### src/rtl/store_seq_ctrl.sv
`default_nettype none
// ============================================================================
//  Module   : store_seq_ctrl
//  Purpose  : Sequences RISC-V sb/sh/sw stores onto a req/ack memory write
//             port with lane-positioned data and byte strobes.
//             Optional macro STORE_SEQ_MISALIGN_SPLIT_EN splits word-crossing
//             stores into two beats; without it such stores are rejected.
//  Revision : 1.0 - initial release
// ============================================================================
module store_seq_ctrl #(
    parameter int ADDR_W = 32
) (
    input  logic              clk,
    input  logic              rst_n,
    input  logic              st_valid,
    output logic              st_ready,
    input  logic [1:0]        st_size,
    input  logic [ADDR_W-1:0] st_addr,
    input  logic [31:0]       st_data,
    output logic              st_done,
    output logic              st_err,
    output logic              mem_req,
    output logic [ADDR_W-1:0] mem_addr,
    output logic [31:0]       mem_wdata,
    output logic [3:0]        mem_wstrb,
    input  logic              mem_ack,
    output logic              busy
);

    typedef enum logic [1:0] {
        IDLE  = 2'd0,
        WR_LO = 2'd1,
        WR_HI = 2'd2,
        RESP  = 2'd3
    } state_t;

    state_t r_state;

    logic [31:0]       w_data_sz;
    logic [3:0]        w_mask_sz;
    logic [7:0]        w_mask8;
    logic              w_cross;
    logic              w_illegal;
    logic [31:0]       w_lo_data;
    logic [ADDR_W-1:0] w_word_addr;

    always_comb begin
        w_data_sz = 32'd0;
        w_mask_sz = 4'b0000;
        case (st_size)
            2'b00: begin
                w_data_sz = {24'd0, st_data[7:0]};
                w_mask_sz = 4'b0001;
            end
            2'b01: begin
                w_data_sz = {16'd0, st_data[15:0]};
                w_mask_sz = 4'b0011;
            end
            2'b10: begin
                w_data_sz = st_data;
                w_mask_sz = 4'b1111;
            end
            default: begin
                w_data_sz = 32'd0;
                w_mask_sz = 4'b0000;
            end
        endcase
    end

    assign w_mask8     = {4'b0000, w_mask_sz} << st_addr[1:0];
    assign w_cross     = |w_mask8[7:4];
    assign w_illegal   = (st_size == 2'b11);
    assign w_word_addr = {st_addr[ADDR_W-1:2], 2'b00};

`ifdef STORE_SEQ_MISALIGN_SPLIT_EN
    logic [63:0] w_data64;
    logic        r_cross;
    logic [31:0] r_hi_data;
    logic [3:0]  r_hi_strb;

    assign w_data64  = {32'd0, w_data_sz} << {st_addr[1:0], 3'b000};
    assign w_lo_data = w_data64[31:0];
`else
    assign w_lo_data = w_data_sz << {st_addr[1:0], 3'b000};
`endif

    assign st_ready = (r_state == IDLE);

    always_ff @(posedge clk or negedge rst_n) begin
        if (!rst_n) begin
            r_state   <= IDLE;
            st_done   <= 1'b0;
            st_err    <= 1'b0;
            mem_req   <= 1'b0;
            mem_addr  <= '0;
            mem_wdata <= 32'd0;
            mem_wstrb <= 4'b0000;
            busy      <= 1'b0;
`ifdef STORE_SEQ_MISALIGN_SPLIT_EN
            r_cross   <= 1'b0;
            r_hi_data <= 32'd0;
            r_hi_strb <= 4'b0000;
`endif
        end else begin
            case (r_state)
                IDLE: begin
                    st_done <= 1'b0;
                    st_err  <= 1'b0;
                    if (st_valid) begin
                        busy <= 1'b1;
`ifdef STORE_SEQ_MISALIGN_SPLIT_EN
                        if (w_illegal) begin
`else
                        if (w_illegal || w_cross) begin
`endif
                            r_state <= RESP;
                            st_err  <= 1'b1;
                        end else begin
                            r_state   <= WR_LO;
                            mem_req   <= 1'b1;
                            mem_addr  <= w_word_addr;
                            mem_wdata <= w_lo_data;
                            mem_wstrb <= w_mask8[3:0];
`ifdef STORE_SEQ_MISALIGN_SPLIT_EN
                            r_cross   <= w_cross;
                            r_hi_data <= w_data64[63:32];
                            r_hi_strb <= w_mask8[7:4];
`endif
                        end
                    end
                end

                WR_LO: begin
                    if (mem_ack) begin
`ifdef STORE_SEQ_MISALIGN_SPLIT_EN
                        if (r_cross) begin
                            r_state   <= WR_HI;
                            mem_addr  <= mem_addr + ADDR_W'(32'd4);
                            mem_wdata <= r_hi_data;
                            mem_wstrb <= r_hi_strb;
                        end else begin
                            r_state <= RESP;
                            mem_req <= 1'b0;
                            st_err  <= 1'b0;
                        end
`else
                        r_state <= RESP;
                        mem_req <= 1'b0;
                        st_err  <= 1'b0;
`endif
                    end
                end

`ifdef STORE_SEQ_MISALIGN_SPLIT_EN
                WR_HI: begin
                    if (mem_ack) begin
                        r_state <= RESP;
                        mem_req <= 1'b0;
                        st_err  <= 1'b0;
                    end
                end
`endif

                // First RESP cycle raises st_done; the second retires it, so
                // st_ready stays low for the whole st_done pulse.
                RESP: begin
                    if (!st_done) begin
                        st_done <= 1'b1;
                    end else begin
                        st_done <= 1'b0;
                        st_err  <= 1'b0;
                        busy    <= 1'b0;
                        r_state <= IDLE;
                    end
                end

                default: begin
                    r_state <= IDLE;
                    mem_req <= 1'b0;
                    busy    <= 1'b0;
                end
            endcase
        end
    end

endmodule
`default_nettype wire

### config.mk
export PLATFORM = sky130hd
export DESIGN_NAME = store_seq_ctrl
export DESIGN_NICKNAME = d
export VERILOG_FILES = /design/src/rtl/store_seq_ctrl.sv
export SDC_FILE = /design/constraint.sdc
export NUM_CORES = 1
export LEC_CHECK = 0
export CAP_MARGIN = 20
export CORE_MARGIN = 3
export CORE_UTILIZATION = 45
export CTS_BUF_LIST = sky130_fd_sc_hd__clkbuf_8
export DETAILED_ROUTE_END_ITERATION = 10
export PLACE_DENSITY = 0.83
export SYNTH_ARGS = -nofsm -noshare
export SYNTH_HDL_FRONTEND = slang
export SYNTH_SLANG_ARGS = --single-unit
### constraint.sdc
create_clock -name clk -period 5.2 [get_ports clk]
set_clock_uncertainty 0.05 [all_clocks]
set_input_delay 1.56 -clock clk [delete_from_list [all_inputs] [get_ports clk]]
set_output_delay 1.56 -clock clk [all_outputs]
set_load 0.05 [all_outputs]
==> impl_metrics.ini <==
[yosys]
netlist_area_um2 = 3560
synth-seq-area-share_pct = 50.6
synth_area_leaders = dfrtp_1 51%, nand2_1 13%, ha_1 3.5%, mux2i_1 2.5%, a222oi_1 2.2%
synth_cell_type_count = 41
postSynthCellCount = 391
synth-edff-count = 0
synthArstFlopShare_pct = 100
synth_seq_cells = 72
synth_warnings = 0
synth_top_area_cell = dfrtp_1
synth_top_area_share_pct = 50.6
ys_dominant_reg_cell = dfrtp_1
synth_area_per_cell_um2 = 9.11

[critical_path]
setup.worst_path.class = flop to primary output
start_kind = flop
worstPathArrival_ns = 1.96
worstSetupEndpointType = primary output
crit_start = r_state[0]
cp_cell_sequence = inv_1 > ha_1 > clkdlybuf4s50_1
required_ns = 3.59
r2r_slack_ns = 3.08
r2r_start = r_state[0]
crit_path_end = st_ready
critPathMaxFanout = 5
r2r_cells = 7
worst_path_max_delay_cell = clkdlybuf4s50_1
r2r_end = mem_wdata[17]
cpPeakStageDelay_ns = 0.83

[power_and_ir_drop]
leakage_nw = 2.37
vdd_ir_drop_max_uv = 264
power_density_nw_per_um2 = 631

[placement]
post-dp-hpwl_mm = 7.59
io_buffers = 140
dp_cells = 609
place_area_um2 = 4990
gp_congestion = 0.871

[drt]
initialDrtViolationCount = 204
antenna_left = 0
wirelength_mm = 10.1
wl_per_cell_um = 16.1
vias_per_cell = 5.39
drt_pass1_iterations = 5
drc = 0
dr_total_vias = 3378

[run]
maxCapViolations = 0

[cts]
ctsHtreeMaxLevel = 3
clkSinkCount = 72
worstSkewPairLatency_ns = 0.33
holdBufCountCts = 0
tritoncts = built
cts_made_buffers = 9
clk_pin_slew_ns = 0.07
cts_resized = 0
root_buffer = clkbuf_8
cts_buffer_depth = 2
post_cts_buffers = 0

[timing]
timing.slew.headroom_pct = 52.8
hold_viol_final = 0
max_freq_ghz = 0.280
min_period_ns = 3.57
rsz0062_at_grt = no
finalMaxSlewViolations = 0
period_share_pct = 68.6
tns_ns = 0
hold_ws_ns = 0.427
worst_slew_pin_slew_ns = 0.703
finalSetupViolCount = 0

[layout]
nFillCells = 570
finish.utilization_pct = 70.9
final_cell_mix = 139 x clkdlybuf4s50_1, 126 x nand2_1, 72 x dfrtp_1, 16 x inv_1, 15 x nor2_1
diodes = 0
area_growth_syn_to_layout_pct = 48.1
drive_above_1_share_pct = 5.68
layout_commonest_cell = clkdlybuf4s50_1
final_cell_area_um2 = 5280
nNetsFinal = 603
fin_cells = 627

[floorplanning]
rows = 31
io_pins = 143
fp.dieW_um = 95.0
die_y_um = 95.0
core_um2 = 7450
start_util_pct = 47.8
die_area_um2 = 9020

[global_route]
grt_max_degree = 69
track_usage_pct = 22.5
grt_pass1_vias = 3203
grt_pass1_wl_mm = 15.7
grt_overflow = 0
antenna_found_initial = 0

[outcome]
status = finished clean

[hold_path]
hold_path.class = flop to flop
cells in the mapped netlist, types with 2 or more instances:
| master | instances |
|---|---|
| nand2_1 | 126 |
| dfrtp_1 | 72 |
| inv_1 | 15 |
| nor2_1 | 15 |
| a21oi_1 | 14 |
| o21ai_0 | 12 |
| nor2b_1 | 11 |
| buf_2 | 10 |
| ha_1 | 10 |
| mux2i_1 | 9 |
| o21a_1 | 9 |
| a222oi_1 | 8 |
| a22o_1 | 8 |
| clkbuf_1 | 8 |
| nand3_1 | 8 |
| o211ai_1 | 8 |
| o21ai_1 | 8 |
| o32ai_1 | 8 |
| buf_1 | 4 |
| buf_4 | 4 |
| nand2b_1 | 2 |
| nor3_1 | 2 |
| o31ai_1 | 2 |
critical path: cells and delay by family, from the launching register on:
kind	cells	cell delay, ns
buf+inv	2	0.94
fa+ha+maj	1	0.26
flops	1	0.41
final cells by class:
type / count / area, um2 / area share, %
clock inverters: 6 / 108 / 2.04
well taps: 99 / 124 / 2.35
clock buffers: 10 / 138 / 2.61
repair buffers: 146 / 1470 / 27.8
inverters: 15 / 56.3 / 1.07
flip-flops and latches: 72 / 1800 / 34.1
multi-input cells: 279 / 1590 / 30.0
registers in the layout, summed over array words and instances (netlist names):
register	count
mem_wdata	32
mem_addr	30
mem_wstrb	4
r_state	2
busy	1
mem_req	1
st_done	1
st_err	1
power by group:
part | switching (mW) | leakage (nW) | internal, mW
registers | 0.140 | 0.922 | 0.799
clock network | 0.209 | 0.128 | 0.330
logic | 1.24 | 1.32 | 0.615
total | 1.58 | 2.37 | 1.74
worst min-delay path by stage:
stage	start	end	slack (ns)	cells past startpoint
6_report	mem_addr[10]	mem_addr[10]	0.43	2
5_1_grt	mem_addr[7]	mem_addr[7]	0.44	2
4_1_cts	mem_addr[10]	mem_addr[10]	0.43	2
3_5_place_dp	mem_addr[10]	mem_addr[10]	0.41	2
3_3_place_gp	mem_addr[2]	mem_addr[2]	0.41	2
2_1_floorplan	r_state[0]	r_state[0]	0.47	2
per-stage QoR:
step                      worst slack (ns)  total power, mW
after floorplan                       2.06             2.13
after global placement               0.984             2.75
after detailed placement             0.929             2.80
after CTS                             1.28             3.35
after global routing                  1.50             3.49
final                                 1.63             3.33
metal layers:
layer	part of all wire, %	GRT usage [%]
met4	1.5	8.41
met5	0	0
met3	9.1	4.78
met1	42	29.9
met2	47	36.3
cells by family after synthesis:
family                   synth area share (%)
AND/OR/NAND/NOR                          21.1
other                                   0.105
AO/OA/AOI/OAI                            16.6
buffers and inverters                    5.09
adder cells (fa/ha/maj)                  3.51
flip-flops                               50.6
multiplexers                             2.95
No activity file was read; power rests on OpenSTA's default activity.
